### config.mk
export PLATFORM = sky130hd
export DESIGN_NAME = shift_serializer
export DESIGN_NICKNAME = d
export VERILOG_FILES = /design/src/rtl/shift_serializer.sv
export SDC_FILE = /design/constraint.sdc
export NUM_CORES = 1
export LEC_CHECK = 0
export CAP_MARGIN = 10
export CORE_MARGIN = 5
export CORE_UTILIZATION = 49
export DETAILED_ROUTE_END_ITERATION = 8
export PLACE_DENSITY = 0.88
export RECOVER_POWER = 50
export SYNTH_ARGS = -nofsm -noshare
export SYNTH_HDL_FRONTEND = slang
export SYNTH_SLANG_ARGS = --single-unit
### constraint.sdc
create_clock -name clk -period 2.55 [get_ports clk]
set_input_delay 0.6375 -clock clk [delete_from_list [all_inputs] [get_ports clk]]
set_output_delay 0.6375 -clock clk [all_outputs]
set_load 0.02 [all_outputs]
### src/rtl/shift_serializer.sv
// shift_serializer: parallel-in, serial-out transmitter.
// Words arrive on a valid/ready handshake and leave MSB first on dout, with
// each bit held for CLKS_PER_BIT cycles. A new word may be accepted in the
// final cycle of the current one, so consecutive words need no idle gap.
//
// Handshake: a word transfers on a rising edge where din_valid & din_ready
// are both 1. din_ready is a function of state, counters and rst only, never
// of din_valid. The serial side has no ready: once a frame starts, it runs
// to completion unless rst aborts it.
module shift_serializer #(
  parameter int N            = 8,
  parameter int CLKS_PER_BIT = 1
) (
  input  logic         clk,
  input  logic         rst,
  input  logic [N-1:0] din_data,
  input  logic         din_valid,
  output logic         din_ready,
  output logic         dout,
  output logic         dout_valid,
  output logic         dout_last,
  output logic         busy
);

  localparam int BW = $clog2(N);
  localparam int HW = (CLKS_PER_BIT > 1) ? $clog2(CLKS_PER_BIT) : 1;

  localparam logic [BW-1:0] BIT_LAST  = BW'(N - 1);
  localparam logic [HW-1:0] HOLD_LAST = HW'(CLKS_PER_BIT - 1);

  typedef enum logic {
    IDLE  = 1'b0,
    SHIFT = 1'b1
  } state_t;

  state_t          state, state_n;
  logic [N-1:0]    shreg, shreg_n;
  logic [BW-1:0]   bit_cnt, bit_cnt_n;
  logic [HW-1:0]   hold_cnt, hold_cnt_n;

  logic            final_cyc;
  logic            xfer;

  // Last cycle of bit 0 of the current word.
  assign final_cyc = (state == SHIFT) && (bit_cnt == BIT_LAST) && (hold_cnt == HOLD_LAST);

  // Ready in IDLE or in the final cycle of a word; forced low during reset.
  assign din_ready = !rst && ((state == IDLE) || final_cyc);
  assign xfer      = din_valid && din_ready;

  // Serial outputs come only from registered state.
  assign busy       = (state == SHIFT);
  assign dout_valid = (state == SHIFT);
  assign dout       = (state == SHIFT) ? shreg[N-1] : 1'b0;
  assign dout_last  = final_cyc;

  // State, shift register and counters; rst overrides any same-cycle transfer.
  always_ff @(posedge clk) begin
    if (rst) begin
      state    <= IDLE;
      shreg    <= '0;
      bit_cnt  <= '0;
      hold_cnt <= '0;
    end else begin
      state    <= state_n;
      shreg    <= shreg_n;
      bit_cnt  <= bit_cnt_n;
      hold_cnt <= hold_cnt_n;
    end
  end

  // Next-state: load on transfer, hold each bit, shift at hold wrap, and
  // either reload or return to IDLE at the end of the word.
  always_comb begin
    state_n    = state;
    shreg_n    = shreg;
    bit_cnt_n  = bit_cnt;
    hold_cnt_n = hold_cnt;
    case (state)
      IDLE: begin
        if (xfer) begin
          state_n    = SHIFT;
          shreg_n    = din_data;
          bit_cnt_n  = '0;
          hold_cnt_n = '0;
        end
      end
      SHIFT: begin
        if (final_cyc) begin
          bit_cnt_n  = '0;
          hold_cnt_n = '0;
          if (xfer) begin
            shreg_n = din_data;
          end else begin
            state_n = IDLE;
            shreg_n = '0;
          end
        end else if (hold_cnt == HOLD_LAST) begin
          hold_cnt_n = '0;
          bit_cnt_n  = bit_cnt + 1'b1;
          shreg_n    = {shreg[N-2:0], 1'b0};
        end else begin
          hold_cnt_n = hold_cnt + 1'b1;
        end
      end
      default: begin
        state_n = IDLE;
      end
    endcase
  end

endmodule

## After elaboration in Yosys (flattened, before gate mapping)

Index checks and enable logic that the tools add are counted.

| word-level totals | value |
|---|---|
| register bits | 13 |
| input bits | 11 |
| output and inout port bits | 5 |
| logic and storage cells | 35 |

| cells by class | value |
|---|---|
| add/subtract/negate cells | 2 |
| eq/ne operators | 3 |
| mux-type cells | 17 |
| bitwise gates (word level) | 2 |
| reductions and logical operators | 7 |

Operators by type and width:

| operator | count |
|---|---|
| 2-to-1 mux 8 bit | 4 |
| case mux 8 bit (2 select lines) | 1 |
| 2-to-1 mux 3 bit | 3 |
| 2-to-1 mux 1 bit | 6 |
| case mux 3 bit (2 select lines) | 1 |
| logical AND 1 bit | 4 |
| case mux 1 bit (2 select lines) | 2 |
| adder 3 x 1 -> 3 bit, second input constant | 1 |
| == test 3 bit, second input constant | 1 |
| != test 3 x 2 -> 1 bit, second input constant | 1 |
| != test 2 bit, second input constant | 1 |
| inverter 1 bit | 2 |
| AND reduction 2 bit | 1 |
| adder 1 bit, second input constant | 1 |
| zero test 1 bit | 1 |
| logical OR 1 bit | 1 |

## Logic depth before layout (Yosys ltp)

| logic depth | value |
|---|---|
| depth in word-level cells | 9 |
| gate-level depth with buffers | 7 |
| mapped depth without buffers | 5 |

## Worst setup path before layout

No wires, ideal clock.

| timing | value |
|---|---|
| path kind | register to output |
| from | register bit_cnt[0] |
| to | output port din_ready |
| arrival time | 1216 ps |
| data required time | 1913 ps |
| slack | 697 ps |
| cell stages (with the launch flop) | 7 |
| buffers on the path | 2 |
| cell sequence | dfxtp_1 ha_1 ha_1 buf_6 nor2b_4 buf_4 nor2_1 |

| between the ends | value |
|---|---|
| word-level cells in the longest chain between the ends | 5 |

RTL lines:

| item | line | source |
|---|---|---|
| start, declared | 38 | `logic [BW-1:0] bit_cnt, bit_cnt_n;` |
| start signal, assigned | 67 | `bit_cnt <= bit_cnt_n;` |
| == test 3 bit | 45 | `assign final_cyc = (state == SHIFT) && (bit_cnt == BIT_LAST) && (hold_cnt == HOLD_LAST);` |
| logical AND 1 bit (2 in series) | 45 |  |
| logical OR 1 bit | 48 | `assign din_ready = !rst && ((state == IDLE) \|\| final_cyc);` |
| logical AND 1 bit | 48 |  |
| end, declared | 18 | `output logic din_ready,` |

Every way passes these cells.

## Final worst setup path

| timing | value |
|---|---|
| from | register bit_cnt[0] |
| to | output port dout_last |

| between the ends | value |
|---|---|
| word-level cells in the longest chain between the ends | 3 |

RTL lines:

| item | line | source |
|---|---|---|
| == test 3 bit | 45 |  |
| logical AND 1 bit (2 in series) | 45 |  |
| end, declared | 21 | `output logic dout_last,` |

Every way passes these cells.

==> reports/summary.txt <==
largest family of logic cells by synthesized area: compound AO/OA/AOI/OAI gates
Final min period: 2.41 ns
fin. max-slew vios: 0
Reg clk slew, reported paths: 0.07 ns
period utilisation layout: 94.5%
Post-Syn Instances: 70
Setup Total Neg Slack: 0 ns
synthesis-stage register bit count: 12
CP arrival: 1.77 ns
Setup Viol. Count Final: 0
pwr/cell area: 532 nW/um2
FP Rows: 13
# diodes: 0
fmax: 0.415 GHz
Cell Area, Synth: 639 um2
xor/xnor cell area share of the yosys netlist: 0%
GRT Residual Overflow: 0
Synth area leaders: dfxtp_1 (38%), a32oi_1 (9.6%), a211oi_1 (8.2%), o21bai_1 (8.2%), nor3_1 (5.5%)
sequential area share after synthesis: 37.6%
die width: 46.1 um
CTS Buf Count: 3
ys async rst share: 0%
Hold-fix buffers, CTS: 0
proportion of layout cells with a drive suffix above 1: 11.5%
Clock Skew: 0.00699 ns
final worst setup slack: 0.140 ns
GPL Wtd Cong: 0.801
Post-synth EDFFs: 0
Crit. End Element: primary output
initial core utilization: 50.4%
Fillers: 114
vias in the first global route: 561
syn nets: 83
CP max FO: 6
core area: 1270 um2
leakage: 0.314 nW
Synth Flop Type: dfxtp_1
simple-gate share of the synthesized area: 20.0%
initial antenna violation count: 0
number of buffers added on ports: 15
WL final: 1480 um
reg2reg end: shreg[6]
Final Hold Fails: 0
Startpoint Class: register
largest net degree at the start of global routing: 15
Final nets: 101
total track usage: 15.6%
Mapped Avg Cell Area: 9.13 um2
depth of the CTS H-tree: 1
io pins: 16
DRT Pass-1 Iters: 4
number of cells on the worst hold path: 2
mux cell area share after synthesis: 3.13%
Root Buffer: clkbuf_4
Via density: 5.82
Max-Cap Viols: 0
post-synth top area share: 37.6%
worst setup slack after placement: 0.0812 ns
DRC Markers: 0
DR iter-0 viols: 17
status: finished clean
Skew-Pair Late Insertion Delay: 0.27 ns
clock net sink count: 12
die height: 46.1 um
unrepaired setup endpoints after global routing: false
normalized max-slew margin: 60.6%
largest buffer count on any clock path: 2
synth warn: 0
crit path capture: dout_last
DR WL/cell: 14.5 um
slew at the pin with the worst max-slew slack: 0.592 ns
Crit Path Class: register to primary output
R2R cell count: 6
Area Growth Syn to Fin: 30.9%
die area: 2130 um2
CP Launch Point: bit_cnt[0]
worst vdd ir: 0.251 mV
Adder-Cell Fraction of Synth Area: 3.91%
Synth Area in Compound Gates: 28.8%
Post-DRT Antenna Nets: 0
Commonest cells post-synth: dfxtp_1 (12), nor2_1 (8)
worst hold path class: register to register
dpl hpwl: 1050 um
first-pass GRT wire length: 2400 um
Critical Path RT: 1.91 ns
top-count cell post-synth: dfxtp_1
total number of vias: 594
Yosys cell types: 20
CTS tree: yes
flop2flop setup slack: 1.09 ns
Yosys top cell by area: dfxtp_1
Reg-to-Reg Start: bit_cnt[0]
==> sequential cells by signal (all words and copies together) (netlist names) <==
name	flops
bit_cnt	3
busy	1
shreg	8
==> metal layers <==
metal	share of wire, %	up-vias	track usage, %	wire (um)
met5	0	-	0	0
met4	0	0	8.52	0
met3	6.2	0	4.30	92
met2	49	20	23.9	721
met1	45	277	19.4	661
li1	-	297	-	-
==> power breakdown <==
group / switching (mW) / internal (mW) / total [mW]
Sequential: 0.00962 / 0.201 / 0.210
Combinational: 0.0397 / 0.0439 / 0.0836
Clock: 0.0651 / 0.0867 / 0.152
Total: 0.114 / 0.331 / 0.446
==> critical path, cell delays in order (launching register included) <==
cell	delay, ns
dfxtp_1	0.35
ha_1	0.16
ha_2	0.26
and2_1	0.14
clkdlybuf4s50_1	0.59
==> per-stage QoR <==
stage / instances / cell area [um2] / power (mW) / utilization, % / hold slack, ns
5_1_grt: 102 / 837 / 0.471 / 66.0 / 0.592
4_1_cts: 102 / 842 / 0.452 / 66.4 / 0.555
6_report: 102 / 837 / 0.446 / 66.0 / 0.547
2_1_floorplan: 70 / 639 / 0.262 / - / 0.495
3_5_place_dp: 98 / 803 / 0.300 / 63.3 / 0.535
3_3_place_gp: 98 / 803 / 0.297 / 63.3 / 0.504
==> worst min path at each step <==
stage / startpoint / to / slack, ns
after floorplan: bit_cnt[0] / bit_cnt[0] / 0.50
after detailed placement: bit_cnt[0] / bit_cnt[0] / 0.53
after global placement: bit_cnt[0] / bit_cnt[0] / 0.50
after global routing: bit_cnt[0] / bit_cnt[0] / 0.59
after CTS: bit_cnt[0] / bit_cnt[0] / 0.55
final: bit_cnt[0] / bit_cnt[0] / 0.55
==> layout make-up <==
cell class                 count  area (um2)  area share (%)
timing repair buffer          20         183            21.8
sequential                    12         240            28.7
multi-input combinational     51         359            42.9
clock buffer                   4        36.3            4.33
tap                           15        18.8            2.24
==> cells by family (layout without fill, tap and decap cells) <==
kind of cell,after synthesis,after routing
compound gates,24,24
simple gates,23,23
flops,12,12
buf+inv,7,24
fa+ha+maj,2,2
mux,2,2
==> layout by cell type, fill, tap and decap left out <==
master	count
clkbuf_4	3
a211oi_1	7
ha_2	1
and2b_4	1
buf_4	3
nand2b_1	1
clkbuf_8	1
nor3b_1	2
clkbuf_1	2
ha_1	1
o21a_1	1
mux2i_1	2
dlygate4sd3_1	2
dlymetal6s2s_1	1
nand3_1	1
and2_1	2
nor2b_4	1
a21oi_1	2
clkdlybuf4s50_1	12
a32oi_1	7
o21bai_1	7
nor2_1	8
nor3_1	7
dfxtp_1	12
==> repair_timing <==
| item | in CTS | in global routing |
|---|---|---|
| gates resized for setup | 1 | 1 |
| setup endpoints to repair | 1 | 1 |
| buffers inserted | 0 | 0 |
Power figures use the tool's default switching activity.
